--- config.mk ---
export PLATFORM = sky130hd
export DESIGN_NAME = phase_sel_clk_gen
export DESIGN_NICKNAME = d
export VERILOG_FILES = /design/src/rtl/phase_sel_clk_gen_pkg.sv /design/src/rtl/phase_sel_clk_gen_slew.sv /design/src/rtl/phase_sel_clk_gen.sv
export SDC_FILE = /design/constraint.sdc
export NUM_CORES = 1
export LEC_CHECK = 0
export BUFFER_PORTS_ARGS = -buffer_cell sky130_fd_sc_hd__buf_2
export CORE_MARGIN = 2
export CORE_UTILIZATION = 55
export CTS_CLUSTER_DIAMETER = 60
export DETAILED_ROUTE_END_ITERATION = 10
export HOLD_SLACK_MARGIN = 0.03
export PLACE_DENSITY = 0.76
export SKIP_CTS_REPAIR_TIMING = 1
export SYNTH_ARGS = -nofsm -noshare
export SYNTH_HDL_FRONTEND = slang
export SYNTH_HIERARCHICAL = 1
export SYNTH_SLANG_ARGS = --single-unit
--- constraint.sdc ---
create_clock -name i_fast_clk -period 3.4 [get_ports i_fast_clk]
set_input_delay 0.17 -clock i_fast_clk [delete_from_list [all_inputs] [get_ports i_fast_clk]]
set_output_delay 0.17 -clock i_fast_clk [all_outputs]
set_load 0.1 [all_outputs]
--- src/rtl/phase_sel_clk_gen_pkg.sv ---
// Shared constants and helpers for the phase-selectable divided-clock generator.
package phase_sel_clk_gen_pkg;

  // Default fast_clk cycles per slow_clk period.
  localparam int unsigned DefDiv = 6;

  // Phase update modes for the SLEW parameter.
  localparam int unsigned SlewJump = 0;  // jump straight to target at a period boundary
  localparam int unsigned SlewStep = 1;  // move one step per period toward target

  // A 50% duty divided clock needs an even divisor of at least two.
  function automatic bit div_valid(input int unsigned div);
    return (div >= 2) && ((div % 2) == 0);
  endfunction

endpackage

--- src/rtl/phase_sel_clk_gen_slew.sv ---
// Phase target/applied-phase tracker: captures load requests with range clamping and
// moves the applied phase toward the target only at period boundaries.
module phase_sel_clk_gen_slew
  import phase_sel_clk_gen_pkg::*;
#(
  parameter int unsigned DIV  = DefDiv,
  parameter int unsigned SLEW = SlewStep,
  localparam int unsigned DW  = $clog2(DIV)
) (
  input  logic          i_clk,
  input  logic          i_rst,
  input  logic          i_update,
  input  logic [DW-1:0] i_delay_in,
  input  logic          i_delay_load,
  output logic [DW-1:0] o_ph,
  output logic          o_busy,
  output logic          o_err
);

  // Modular arithmetic is done one bit wider than DW so DIV itself is representable.
  localparam logic [DW:0]   DivW  = (DW + 1)'(DIV);
  localparam logic [DW:0]   HalfW = (DW + 1)'(DIV / 2);
  localparam logic [DW:0]   OneW  = (DW + 1)'(1);
  localparam logic [DW-1:0] DivM1 = DW'(DIV - 1);

  logic [DW-1:0] r_tgt;
  logic [DW-1:0] r_ph;
  logic          r_busy;
  logic          r_err;

  logic          w_in_range;
  logic [DW:0]   w_diff_raw;
  logic [DW:0]   w_diff;
  logic [DW:0]   w_ph_p1;
  logic [DW-1:0] w_ph_inc;
  logic [DW-1:0] w_ph_dec;
  logic [DW-1:0] w_tgt_d;
  logic [DW-1:0] w_ph_d;

  assign w_in_range = ({1'b0, i_delay_in} < DivW);

  // (tgt - ph) mod DIV, kept non-negative by adding DIV before subtracting.
  assign w_diff_raw = ({1'b0, r_tgt} + DivW) - {1'b0, r_ph};
  assign w_diff     = (w_diff_raw >= DivW) ? (w_diff_raw - DivW) : w_diff_raw;

  assign w_ph_p1  = {1'b0, r_ph} + OneW;
  assign w_ph_inc = (w_ph_p1 == DivW) ? '0 : w_ph_p1[DW-1:0];
  assign w_ph_dec = (r_ph == '0) ? DivM1 : (r_ph - DW'(1));

  // Next target (latest load wins) and next applied phase (boundary-only change).
  always_comb begin
    w_tgt_d = r_tgt;
    if (i_delay_load) begin
      w_tgt_d = w_in_range ? i_delay_in : DivM1;
    end

    // The update works from the registered target, so a load on the update cycle
    // only takes effect at the following boundary.
    w_ph_d = r_ph;
    if (i_update) begin
      if (SLEW == SlewJump) begin
        w_ph_d = r_tgt;
      end else if (w_diff == '0) begin
        w_ph_d = r_ph;
      end else if (w_diff <= HalfW) begin
        w_ph_d = w_ph_inc;
      end else begin
        w_ph_d = w_ph_dec;
      end
    end
  end

  // State registers; busy is derived from post-update values.
  always_ff @(posedge i_clk) begin
    if (i_rst) begin
      r_tgt  <= '0;
      r_ph   <= '0;
      r_busy <= 1'b0;
      r_err  <= 1'b0;
    end else begin
      r_tgt  <= w_tgt_d;
      r_ph   <= w_ph_d;
      r_busy <= (w_ph_d != w_tgt_d);
      r_err  <= i_delay_load & ~w_in_range;
    end
  end

  assign o_ph   = r_ph;
  assign o_busy = r_busy;
  assign o_err  = r_err;

endmodule

--- src/rtl/phase_sel_clk_gen.sv ---
// Divided-clock generator: slow_clk = fast_clk/DIV at 50% duty with a run-time phase
// offset in fast_clk steps, plus sampling and period strobes.
module phase_sel_clk_gen
  import phase_sel_clk_gen_pkg::*;
#(
  parameter int unsigned DIV  = DefDiv,
  parameter int unsigned SLEW = SlewStep,
  localparam int unsigned DW  = $clog2(DIV)
) (
  input  logic          i_fast_clk,
  input  logic          i_rst,
  input  logic [DW-1:0] i_delay_in,
  input  logic          i_delay_load,
  output logic          o_delay_busy,
  output logic [DW-1:0] o_delay_cur,
  output logic          o_delay_err,
  output logic          o_slow_clk,
  output logic          o_sample_stb,
  output logic          o_period_stb
);

  if (!div_valid(DIV)) begin : g_div_check
    $error("phase_sel_clk_gen: DIV must be even and >= 2");
  end

  localparam logic [DW:0]   DivW  = (DW + 1)'(DIV);
  localparam logic [DW:0]   HalfW = (DW + 1)'(DIV / 2);
  localparam logic [DW-1:0] DivM1 = DW'(DIV - 1);

  logic [DW-1:0] r_cnt;
  logic          r_slow_clk;
  logic          r_sample_stb;
  logic          r_period_stb;

  logic          w_cnt_last;
  logic [DW-1:0] w_ph;
  logic [DW:0]   w_pos_raw;
  logic [DW:0]   w_pos;
  logic          w_slow_d;

  assign w_cnt_last = (r_cnt == DivM1);

  // Position within the phase-shifted period: (cnt - ph) mod DIV.
  assign w_pos_raw = ({1'b0, r_cnt} + DivW) - {1'b0, w_ph};
  assign w_pos     = (w_pos_raw >= DivW) ? (w_pos_raw - DivW) : w_pos_raw;
  assign w_slow_d  = (w_pos < HalfW);

  phase_sel_clk_gen_slew #(
    .DIV  (DIV),
    .SLEW (SLEW)
  ) u_slew (
    .i_clk        (i_fast_clk),
    .i_rst        (i_rst),
    .i_update     (w_cnt_last),
    .i_delay_in   (i_delay_in),
    .i_delay_load (i_delay_load),
    .o_ph         (w_ph),
    .o_busy       (o_delay_busy),
    .o_err        (o_delay_err)
  );

  // Period counter and registered clock/strobe outputs.
  always_ff @(posedge i_fast_clk) begin
    if (i_rst) begin
      r_cnt        <= '0;
      r_slow_clk   <= 1'b0;
      r_sample_stb <= 1'b0;
      r_period_stb <= 1'b0;
    end else begin
      r_cnt        <= w_cnt_last ? '0 : (r_cnt + DW'(1));
      r_slow_clk   <= w_slow_d;
      r_sample_stb <= w_slow_d & ~r_slow_clk;
      r_period_stb <= w_cnt_last;
    end
  end

  assign o_delay_cur  = w_ph;
  assign o_slow_clk   = r_slow_clk;
  assign o_sample_stb = r_sample_stb;
  assign o_period_stb = r_period_stb;

endmodule

* Word level (Yosys, flattened, before mapping)
Index checks and enable logic that the tools add are counted.
Storage, ports and cells: output and inout port bits 8, flip-flop bits (word level) 14, word-level logic and storage cells 41, input port bits 6
Operators by class: order comparisons 5, multiplexer cells 9, eq/ne operators 3, reductions and logical operators 3, add/sub/neg operators 9, bitwise gates (word level) 4
Operators with widths (number):
- $mux W3 | 7
- $add A3 B3 Y4 const B | 2
- $ge A4 B3 Y1 const B | 2
- $mux W4 | 2
- $sub A4 B3 Y4 | 2
- $sub A4 B3 Y4 const B | 2
- $add A3 B1 Y4 const B | 1
- $eq A4 B3 Y1 const B | 1
- $le A4 B2 Y1 const B | 1
- $logic_not A4 Y1 | 1
- $lt A4 B2 Y1 const B | 1
- $add A3 B1 Y3 const B | 1
- $eq A3 B3 Y1 const B | 1
- $logic_not A3 Y1 | 1
- $lt A3 B3 Y1 const B | 1
- $ne A3 B3 Y1 | 1
- $sub A3 B1 Y3 const B | 1
- $and A1 B1 Y1 | 2
- $not A1 Y1 | 2
- $reduce_or A2 Y1 | 1

* Logic depth before layout (Yosys ltp)
Gate-level depths: netlist (run 1).
depth in word-level cells 9, depth in mapped cells 11

* Cells and area by module
The synthesis (run 1) kept the hierarchy.
By module, submodules not included:
- phase_sel_clk_gen_slew | area each 681.9 µm², times used 1, cells an instance 78
- phase_sel_clk_gen | area each 330.3 µm², times used 1, cells an instance 34

* Least setup slack after synthesis (run 1)
No wires, ideal clock.
path kind flip-flop to flip-flop, start point reg u_slew.r_ph[1] (netlist: u_slew/o_ph[1]), end point reg u_slew.r_busy (netlist: u_slew/o_busy), data required time 3.275 ns, arrival time 3.022 ns, path buffers 0, period minus slack after synthesis 3.146 ns, stages on the path, launching flop included 11, slack 0.254 ns, cell sequence dfxtp_1 ha_1 inv_1 ha_1 fa_1 xnor2_1 a31oi_4 o32ai_1 a31oi_1 xnor2_1 a31oi_1
On the way: word-level cells in the longest chain between the ends 8, elaborated cells on any way between the ends 16, those cells by class add/sub (4); order compare (2); eq/ne (2); mux (6); reduce/logical (2)
RTL lines:
- from (decl) | line phase_sel_clk_gen_slew.sv:27 | logic [DW-1:0] r_ph;
- from (signal assigned) | line phase_sel_clk_gen_slew.sv:82 | r_ph <= w_ph_d;
- $sub A4 B3 Y4 | line phase_sel_clk_gen_slew.sv:43 | assign w_diff_raw = ({1'b0, r_tgt} + DivW) - {1'b0, r_ph};
- $sub A4 B3 Y4 or $ge A4 B3 Y1 (tied branches) | line phase_sel_clk_gen_slew.sv:44 | assign w_diff = (w_diff_raw >= DivW) ? (w_diff_raw - DivW) : w_diff_raw;
- $mux W4 | line phase_sel_clk_gen_slew.sv:44
- $le A4 B2 Y1 | line phase_sel_clk_gen_slew.sv:65 | end else if (w_diff <= HalfW) begin
- $mux W3 | line phase_sel_clk_gen_slew.sv:65
- $mux W3 | line phase_sel_clk_gen_slew.sv:63 | end else if (w_diff == '0) begin
- $mux W3 (*) | line phase_sel_clk_gen_slew.sv:60 | if (i_update) begin
- $ne A3 B3 Y1 (*) | line phase_sel_clk_gen_slew.sv:83 | r_busy <= (w_ph_d != w_tgt_d);
- to (signal assigned) | line phase_sel_clk_gen_slew.sv:83
- to (decl) | line phase_sel_clk_gen_slew.sv:28 | logic r_busy;
Mark *: on every way between the ends. The rest lies on a longest branch, timed or not. A chain may end at the register's enable or synchronous reset.

* Worst setup path in the final report (run 1)
Same ends and word-level chain as after synthesis.

==> results.ini, run 1 <==
[status]
outcome=finished clean

[clocking]
clock_latency_ns=0.28
cts_buffer_depth=2
clkSinkCount=14
cts_buffers=3
cts_tree=yes
cts.reportedPaths.clkPinSlew_ns=0.09
htreeDepth=1
cts_root_buf=clkbuf_4

[global_routing]
antenna_found_initial=0
groute.usage.overall=0.207
grt_max_degree=15
grt_overflow=0
grt_first_pass_wirelength_microns=3220
grt_pass1_vias=773

[worst_setup_path]
required_ns=3.57
arrival_ns=2.87
setup.worst_path.end_class=flip-flop
start_kind=flip-flop
worstSetupPathType=flip-flop to flip-flop
crit_fanout=7

[placement]
dp_hpwl_microns=1510
io_buffer_count=13
post-place-ws_ns=0.701
gp_congestion=0.850

[power_and_ir_drop]
power.density_nw_per_um2=415
irDropWorstVdd_mv=0.307
p_leak_nw=0.527
p_total_mw=0.474

[timing]
period_minus_slack_ns=2.70
holdWs_ns=0.187
rsz0062_at_grt=no
worstMarginPinSlew_ns=0.493
skew_ns=0.00411
maxClockFrequency_mhz=370
setup_violations=0
setup_slack_ns=0.700
drv_slew=0
max_slew_margin=0.674
fin_setup_tns_ns=0
period_share=0.794
final-hold-violation-count=0

[drt]
detail_route.iter0.violations=12
ant_nets=0
vias_per_cell=5.29
drc=0
wl_per_cell_microns=12.0
vias=810
wl_microns=1830
dr.pass1.iters=4

[synth]
synth_area_sq_um=1010
synth_cell_type_count=37
synth_flop_cell=dfxtp_1
syn_area_per_cell_sq_um=9.04
synthesis.nets=134
synth_edf_count=0
netlist_instances=112
yosysSeqAreaShare=0.277
yosys_warnings=6
ys_seq_elements=14
synthArstFlopShare=0

[cells_and_area]
n_antenna_cell=0
nets=151
drive_gt1_frac=0.172
layout_common_cells=inv_1 (21), ha_1 (14), dfxtp_1 (14)
final_util=0.660
final_common_cell=inv_1
areaGrowthSynthToFinish_pct=12.6

[floorplanning]
fp.coreArea_sq_um=1730
die_w_microns=46.9
num_io_pins=14
die_area_sq_um=2200
num_rows=15
start_util=0.586
dieHeight_microns=46.9

[job]
drv_cap=0

[min_path]
hold_class=input pin to flip-flop

-- state kept, by name (all words and copies together), names as in the netlist --
name and cells:
u_slew/o_ph 3, o_period_stb 1, r_cnt 3, o_slow_clk 1, u_slew/o_busy 1, u_slew/o_err 1
u_slew/r_tgt 3, o_sample_stb 1
-- where the power goes --
part           switching, mW  internal (mW)  leakage [nW]
sequential           0.00754          0.177         0.115
clock                 0.0562         0.0652        0.0210
combinational          0.118         0.0490         0.391
total                  0.182          0.292         0.527
-- cell usage after synthesis, drive strengths merged (2+ instances only) --
master	count	share of area
xnor2	5	0.043
xor2	3	0.033
nand2	3	0.011
o21ai	3	0.015
nor2b	4	0.025
mux2i	2	0.023
nand3b	3	0.022
fa	2	0.040
ha	14	0.17
dfxtp	14	0.28
a31oi	5	0.052
nor3b	2	0.015
inv	21	0.078
a21oi	4	0.020
nor2	7	0.026
nor3	3	0.015
-- layer usage --
| layer | global-route usage | part of all wire |
|---|---|---|
| met1 | 0.245 | 0.45 |
| met2 | 0.370 | 0.51 |
| met3 | 0.0462 | 0.030 |
| met4 | 0.0667 | 0.011 |
| met5 | 0 | 0 |
-- final timing paths --
check	to	cells past startpoint	start	slack [ns]
max	u_slew/o_busy	10	u_slew/o_ph[1]	0.70
min	u_slew/o_err	2	i_delay_in[1]	0.19
max reg2reg	u_slew/o_busy	10	u_slew/o_ph[1]	0.70
min reg2reg	o_sample_stb	1	o_slow_clk	0.44
-- per-stage QoR --
stage          cell area, sq um  instances
6_report                   1140        153
4_1_cts                    1140        153
3_5_place_dp               1100        149
5_1_grt                    1140        153
3_3_place_gp               1100        149
2_1_floorplan              1010        112
-- critical path: stages, from the launching register on --
cell     delay, ns
dfxtp_1       0.39
ha_1          0.30
inv_1         0.04
ha_1          0.20
fa_1          0.62
xnor2_1       0.14
a31oi_4       0.25
o32ai_1       0.12
a31oi_1       0.28
xnor2_1       0.16
a31oi_1       0.09
-- cells by family after synthesis --
group | synth area share
XOR/XNOR | 0.0766
adder cells (fa/ha/maj) | 0.213
AND/OR/NAND/NOR | 0.168
AO/OA/AOI/OAI | 0.159
multiplexers | 0.0235
buffers and inverters | 0.0828
flip-flops | 0.277
-- final cells by class --
cell class / instances / area (sq um)
Sequential cell: 14 / 280
Tap cell: 25 / 31.3
Inverter: 21 / 78.8
Fill cell: 146 / 587
Clock buffer: 4 / 36.3
Timing Repair Buffer: 13 / 65.1
Multi-Input combinational cell: 76 / 648
Note: power is estimated with default switching activity, not from simulation.
==> run 2, diff against run 1 <==
- ABC_AREA: unset -> 1
- clock period: 3.4 -> 2.56 ns (I/O delays scaled with it)
==> run 2 against run 1 <==
Effect of this change:
- die area is 0.45% lower
- non-clock buffer count is 2 higher
- sequential power is 31% higher
- flip-flop and latch count stayed put
- clock-buffer cell count stayed put
- synthesized cell count is 32% higher
- power is 25% higher
- final cell count is 25% higher
- global-route usage is 0.14 points lower
- setup slack worse by 0.55 ns
- synthesized area is 0.49% lower
- first-iteration DRC count stayed put
- largest cell class unchanged
- highest routed layer unchanged
==> results.ini, run 2 <==
[floorplanning]
die_w_microns=46.8  ; -0.22%
num_io_pins=14  ; unchanged
die_area_sq_um=2190  ; -0.45%
start_util=0.583  ; -0.00290
num_rows=15  ; unchanged
dieHeight_microns=46.8  ; -0.22%
fp.coreArea_sq_um=1730  ; unchanged

[power_and_ir_drop]
p_leak_nw=0.648  ; +23%
irDropWorstVdd_mv=0.440  ; +43%
p_total_mw=0.592  ; +25%
power.density_nw_per_um2=506  ; +22%

[global_routing]
grt_max_degree=11  ; -4
grt_overflow=0  ; unchanged
antenna_found_initial=0  ; unchanged
grt_first_pass_wirelength_microns=3100  ; -3.6%
groute.usage.overall=0.206  ; -0.00139
grt_pass1_vias=809  ; +4.7%

[timing]
rsz0062_at_grt=no
setup_violations=0  ; unchanged
fin_setup_tns_ns=0  ; unchanged
max_slew_margin=0.674  ; +0.000754
period_share=0.940  ; +0.145
period_minus_slack_ns=2.41  ; -0.295 ns
setup_slack_ns=0.154  ; -0.545 ns
maxClockFrequency_mhz=416  ; +12%
skew_ns=0.00321  ; -0.000894 ns
drv_slew=0  ; unchanged
final-hold-violation-count=0  ; unchanged
worstMarginPinSlew_ns=0.492  ; -0.00114 ns

[min_path]
hp-start=i_rst
hold_class=input pin to flip-flop

[placement]
post-place-ws_ns=0.120  ; -0.580 ns
gp_congestion=0.836  ; -1.7%
io_buffer_count=13  ; unchanged
dp_hpwl_microns=1470  ; -2.3%

[cells_and_area]
areaGrowthSynthToFinish_pct=16.1
n_antenna_cell=0  ; unchanged
final_common_cell=nand2_1
drive_gt1_frac=0.247  ; +0.0751
final_util=0.678  ; +0.0174
layout_common_cells=nand2_1 (32), inv_1 (29), nor2_1 (19)
nets=189  ; +25%

[drt]
wl_microns=1890  ; +3.2%
detail_route.iter0.violations=12  ; unchanged
ant_nets=0  ; unchanged
vias=899  ; +11%
wl_per_cell_microns=9.88  ; -17%
vias_per_cell=4.71  ; -11%
dr.pass1.iters=4  ; unchanged
drc=0  ; unchanged

[synth]
yosysSeqAreaShare=0.278  ; +0.00138
ys_seq_elements=14  ; unchanged
synth_most_common_cell=nand2_1
synth_area_leader_cell=dfxtp_1
synth_flop_cell=dfxtp_1
synth_cell_type_count=19  ; -49%
synthesis.nets=170  ; +27%
synth_area_sq_um=1010  ; -0.49%
synth_common_cells=nand2_1 (32), inv_1 (29), nor2_1 (19)
netlist_instances=148  ; +32%
synthTopCellsByArea=dfxtp_1 (28%), ha_1 (17%), nand2_1 (12%)
syn_area_per_cell_sq_um=6.81  ; -25%
yosys_warnings=6  ; unchanged
synth_edf_count=0  ; unchanged
synthArstFlopShare=0  ; unchanged
synth_top_area_frac=0.278  ; +0.00138

[worst_setup_path]
start_kind=flip-flop
ff2ff_setup_slack_ns=0.15  ; -0.55 ns
worstSetupPathType=flip-flop to flip-flop
r2r-end=u_slew/o_busy
endpoint=u_slew/o_busy
r2r_cells=17  ; +7
r2r-start=u_slew/r_tgt[1]
setup.worst_path.end_class=flip-flop
startpoint=u_slew/r_tgt[1]
crit_fanout=4  ; -3
required_ns=2.74  ; -0.83 ns
arrival_ns=2.59  ; -0.28 ns

[clocking]
cts.reportedPaths.clkPinSlew_ns=0.08  ; about the same
clkSinkCount=14  ; unchanged
cts_buffer_depth=2  ; unchanged
clock_latency_ns=0.29  ; about the same
cts_buffers=3  ; unchanged
cts_root_buf=clkbuf_4
cts_tree=yes
htreeDepth=1  ; unchanged

[job]
drv_cap=0  ; unchanged

[status]
outcome=finished clean

## run 2: cell types whose count changed after synthesis, sizes merged, moves of 4 or more
| cell | change |
|---|---|
| nor2b | -4 |
| nand3 | +12 |
| xnor2 | -4 |
| inv | +12 |
| a31oi | -5 |
| nand2 | +35 |
| nor2 | +15 |
## run 2: worst min path at each step
stage,end,cells past startpoint
floorplan,o_period_stb,1
global placement,o_sample_stb,1
detailed placement,o_sample_stb,1
CTS,u_slew/o_ph[2],2
global route,u_slew/o_ph[1],2
finish,u_slew/o_ph[2],2
## run 2: kinds of logic (layout without fill, tap and decap cells)
kind of cell	count (synthesis)	in the layout	synth area share
and+or+nand+nor	74	74	0.327
buffers and inverters	36	54	0.134
adders and majority gates	16	16	0.214
DFF	14	14	0.278
AOI/OAI and AO/OA	7	7	0.0385
xor gates and xnor gates	1	1	0.00870
## run 2: where the power goes
part / internal [mW] / switching (mW) / total, mW
Combinational: 0.0497 / 0.139 / 0.189
Clock: 0.0867 / 0.0739 / 0.161
Sequential: 0.233 / 0.00905 / 0.242
Total: 0.370 / 0.222 / 0.592
## run 2: per-stage QoR
step           instance area (sq um)  hold WS (ns)  instances
3_5_place_dp                    1110         0.415        185
6_report                        1170         0.110        191
5_1_grt                         1170         0.113        191
4_1_cts                         1140         0.108        189
2_1_floorplan                   1010         0.200        148
3_3_place_gp                    1110         0.411        185
## run 2: worst max-delay path, stage by stage (launching register included)
cell and delay, ns:
dfxtp_1 0.33, inv_2 0.04, ha_1 0.26, inv_1 0.04, ha_2 0.18, fa_1 0.48, nand2_1 0.09, clkinv_1 0.06
nor2_1 0.12, nor2_2 0.07, nor2_4 0.15, inv_2 0.07, nand2_1 0.10, nand2_1 0.06, nand2_1 0.07, nand2_2 0.04
nor2_1 0.09, nor2_1 0.04
## run 2: layout make-up
type | count | area [sq um]
Tap cell | 25 | 31.3
Inverter | 35 | 131
Multi-Input combinational cell | 98 | 604
Timing Repair Buffer | 15 | 80.1
Clock buffer | 4 | 36.3
Fill cell | 168 | 557
Sequential cell | 14 | 287
## run 2: routing by layer
layer / wire (microns) / vias up / global-route usage
li1: - / 478 / -
met1: 837 / 395 / 0.239
met2: 913 / 18 / 0.337
met3: 79 / 8 / 0.0500
met4: 57 / 0 / 0.133
met5: 0 / - / 0
==> run 3, diff against run 2 <==
- CORE_ASPECT_RATIO: unset -> 0.7
- CORE_UTILIZATION: 55 -> 50
- PLACE_DENSITY: 0.76 -> 0.73
- clock period: 2.56 -> 2 ns (I/O delays scaled with it)
==> run 3 against run 2 <==
Effect of this change:
- die area grew 9.4%
- maximum frequency grew 5.1%
- via count shrank 0.33%
- critical endpoint unchanged
- the flow now finishes with violations (setup timing)
==> results.ini, run 3 (same netlist as run 2, synthesis figures left out) <==
[job]
drv_cap=0  ; unchanged

[drt]
wl_per_cell_microns=10.0  ; +1.3%
wl_microns=1910  ; +1.3%
ant_nets=0  ; unchanged
vias=896  ; -0.33%
dr.pass1.iters=4  ; unchanged
drc=0  ; unchanged
vias_per_cell=4.69  ; -0.33%
detail_route.iter0.violations=37  ; +25

[cells_and_area]
fin_area_sq_um=1260  ; +7.5%
areaGrowthSynthToFinish_pct=24.8
seqCellArea_sq_um=293  ; +2.2%
fin_cells=191  ; unchanged
final_util=0.672  ; -0.00530
drive_gt1_frac=0.325  ; +0.0785
nets=192  ; +1.6%
multi_input_area_sq_um=663  ; +9.7%
n_antenna_cell=0  ; unchanged
fill_cells=177  ; +5.4%
layout_common_cells=nand2_1 (32), inv_1 (27), nor2_1 (16)
final_common_cell=nand2_1

[worst_setup_path]
worstSetupPathType=flip-flop to flip-flop
cp.depth=18  ; +1
arrival_ns=2.46  ; -0.13 ns
setup.worst_path.end_class=flip-flop
r2r_cells=18  ; +1
critPathMaxStageDelay_ns=0.51  ; +0.03 ns
required_ns=2.17  ; -0.57 ns
critPathTopFamily=adder cells
worst_path_max_delay_cell=fa_1
crit_top_cell=nand2_1
start_kind=flip-flop
crit_fanout=4  ; unchanged
critPathBufInv=4  ; unchanged
cp_cell_sequence=inv_2, ha_4, inv_2, ha_4, fa_1, nand2_1, inv_2, nor2_2, nor2_2, nor2_4, inv_2, nand2_2, nand2_1, nand2_1, nand2_1, nand2_1, nor2_1, nor2_1

[timing]
rsz0062_at_grt=yes
drv_slew=0  ; unchanged
period_share=1.14  ; +0.205
final-hold-violation-count=0  ; unchanged
setup_violations=4  ; +4
max_slew_margin=0.672  ; -0.00218
period_minus_slack_ns=2.29  ; -0.116 ns
skew_ns=0.00251  ; -0.000706 ns
worstMarginPinSlew_ns=0.495  ; +0.00329 ns
maxClockFrequency_mhz=437  ; +5.1%
setup_slack_ns=-0.290  ; -0.444 ns

[clocking]
cts_root_buf=clkbuf_4
clock_latency_ns=0.27  ; -0.02 ns
htreeDepth=1  ; unchanged
cts_buffer_depth=2  ; unchanged
cts_buffers=3  ; unchanged
cts_tree=yes
clkSinkCount=14  ; unchanged
cts.reportedPaths.clkPinSlew_ns=0.08  ; about the same

[floorplanning]
num_io_pins=14  ; unchanged
num_rows=13  ; -2
start_util=0.538  ; -0.0449
die_area_sq_um=2400  ; +9.4%
dieHeight_microns=41.6  ; -11%
die_w_microns=57.6  ; +23%
fp.coreArea_sq_um=1870  ; +8.3%

[placement]
gp_congestion=0.787  ; -5.9%
post-place-cells=186  ; +0.54%
dp_hpwl_microns=1560  ; +5.5%
io_buffer_count=13  ; unchanged
place_area_sq_um=1170  ; +5.5%
post-place-ws_ns=-0.389  ; -0.509 ns

[status]
outcome=finished, violations left
violations=setup timing

[min_path]
hold_class=input pin to flip-flop
hold_depth=2  ; unchanged

[power_and_ir_drop]
irDropWorstVdd_mv=0.523  ; +19%
p_total_mw=0.765  ; +29%
power.density_nw_per_um2=608  ; +20%
p_leak_nw=0.666  ; +2.7%

[global_routing]
grt_overflow=0  ; unchanged
groute.usage.overall=0.181  ; -0.0251
grt_pass1_vias=817  ; +0.99%
grt_max_degree=11  ; unchanged
antenna_found_initial=0  ; unchanged
grt_first_pass_wirelength_microns=3370  ; +8.7%

==> run 3: changes by cell type in the layout (fill, tap and decap cells not counted), sizes merged <==
| cell | change |
|---|---|
| buf | +3 |
| clkinv | -1 |
| inv | +1 |
==> run 3: final timing paths <==
kind / slack [ns] / endpoint / startpoint
max: -0.29 / u_slew/o_busy / u_slew/r_tgt[1]
min: 0.10 / u_slew/o_ph[1] / i_rst
max reg2reg: -0.29 / u_slew/o_busy / u_slew/r_tgt[1]
min reg2reg: 0.43 / o_sample_stb / o_slow_clk
==> run 3: through the flow <==
step	hold WS, ns	TNS [ns]
final	0.102	-0.349
after global routing	0.103	-0.892
after CTS	0.0930	-0.813
after detailed placement	0.388	-0.800
after global placement	0.383	-0.521
after floorplan	0.172	-0.713
==> run 3: layout make-up <==
class | count | area share
inverter | 35 | 0.104
clock buffer | 4 | 0.0289
multi-input combinational | 98 | 0.527
sequential | 14 | 0.233
tap | 22 | 0.0219
timing repair buffer | 18 | 0.0846
==> run 3: worst reg2reg max path, stage by stage, from the launching register on <==
cell and delay (ns):
dfxtp_2 0.33, inv_2 0.05, ha_4 0.25, inv_2 0.04, ha_4 0.14, fa_1 0.51
nand2_1 0.07, inv_2 0.05, nor2_2 0.03, nor2_2 0.15, nor2_4 0.06, inv_2 0.08
nand2_2 0.07, nand2_1 0.07, nand2_1 0.05, nand2_1 0.07, nand2_1 0.05, nor2_1 0.08
nor2_1 0.04
==> run 3: per-layer routing <==
metal  global-route usage  wire, microns  up-vias
li1                     -              -      487
met1                0.269           1030      399
met2                0.255            806        8
met3               0.0343             65        2
met4               0.0698             15        0
met5                    0              0        -
==> run 3: power breakdown <==
group	internal (mW)	switching, mW	total (mW)
Sequential	0.296	0.00992	0.306
Combinational	0.0744	0.186	0.260
Clock	0.111	0.0879	0.198
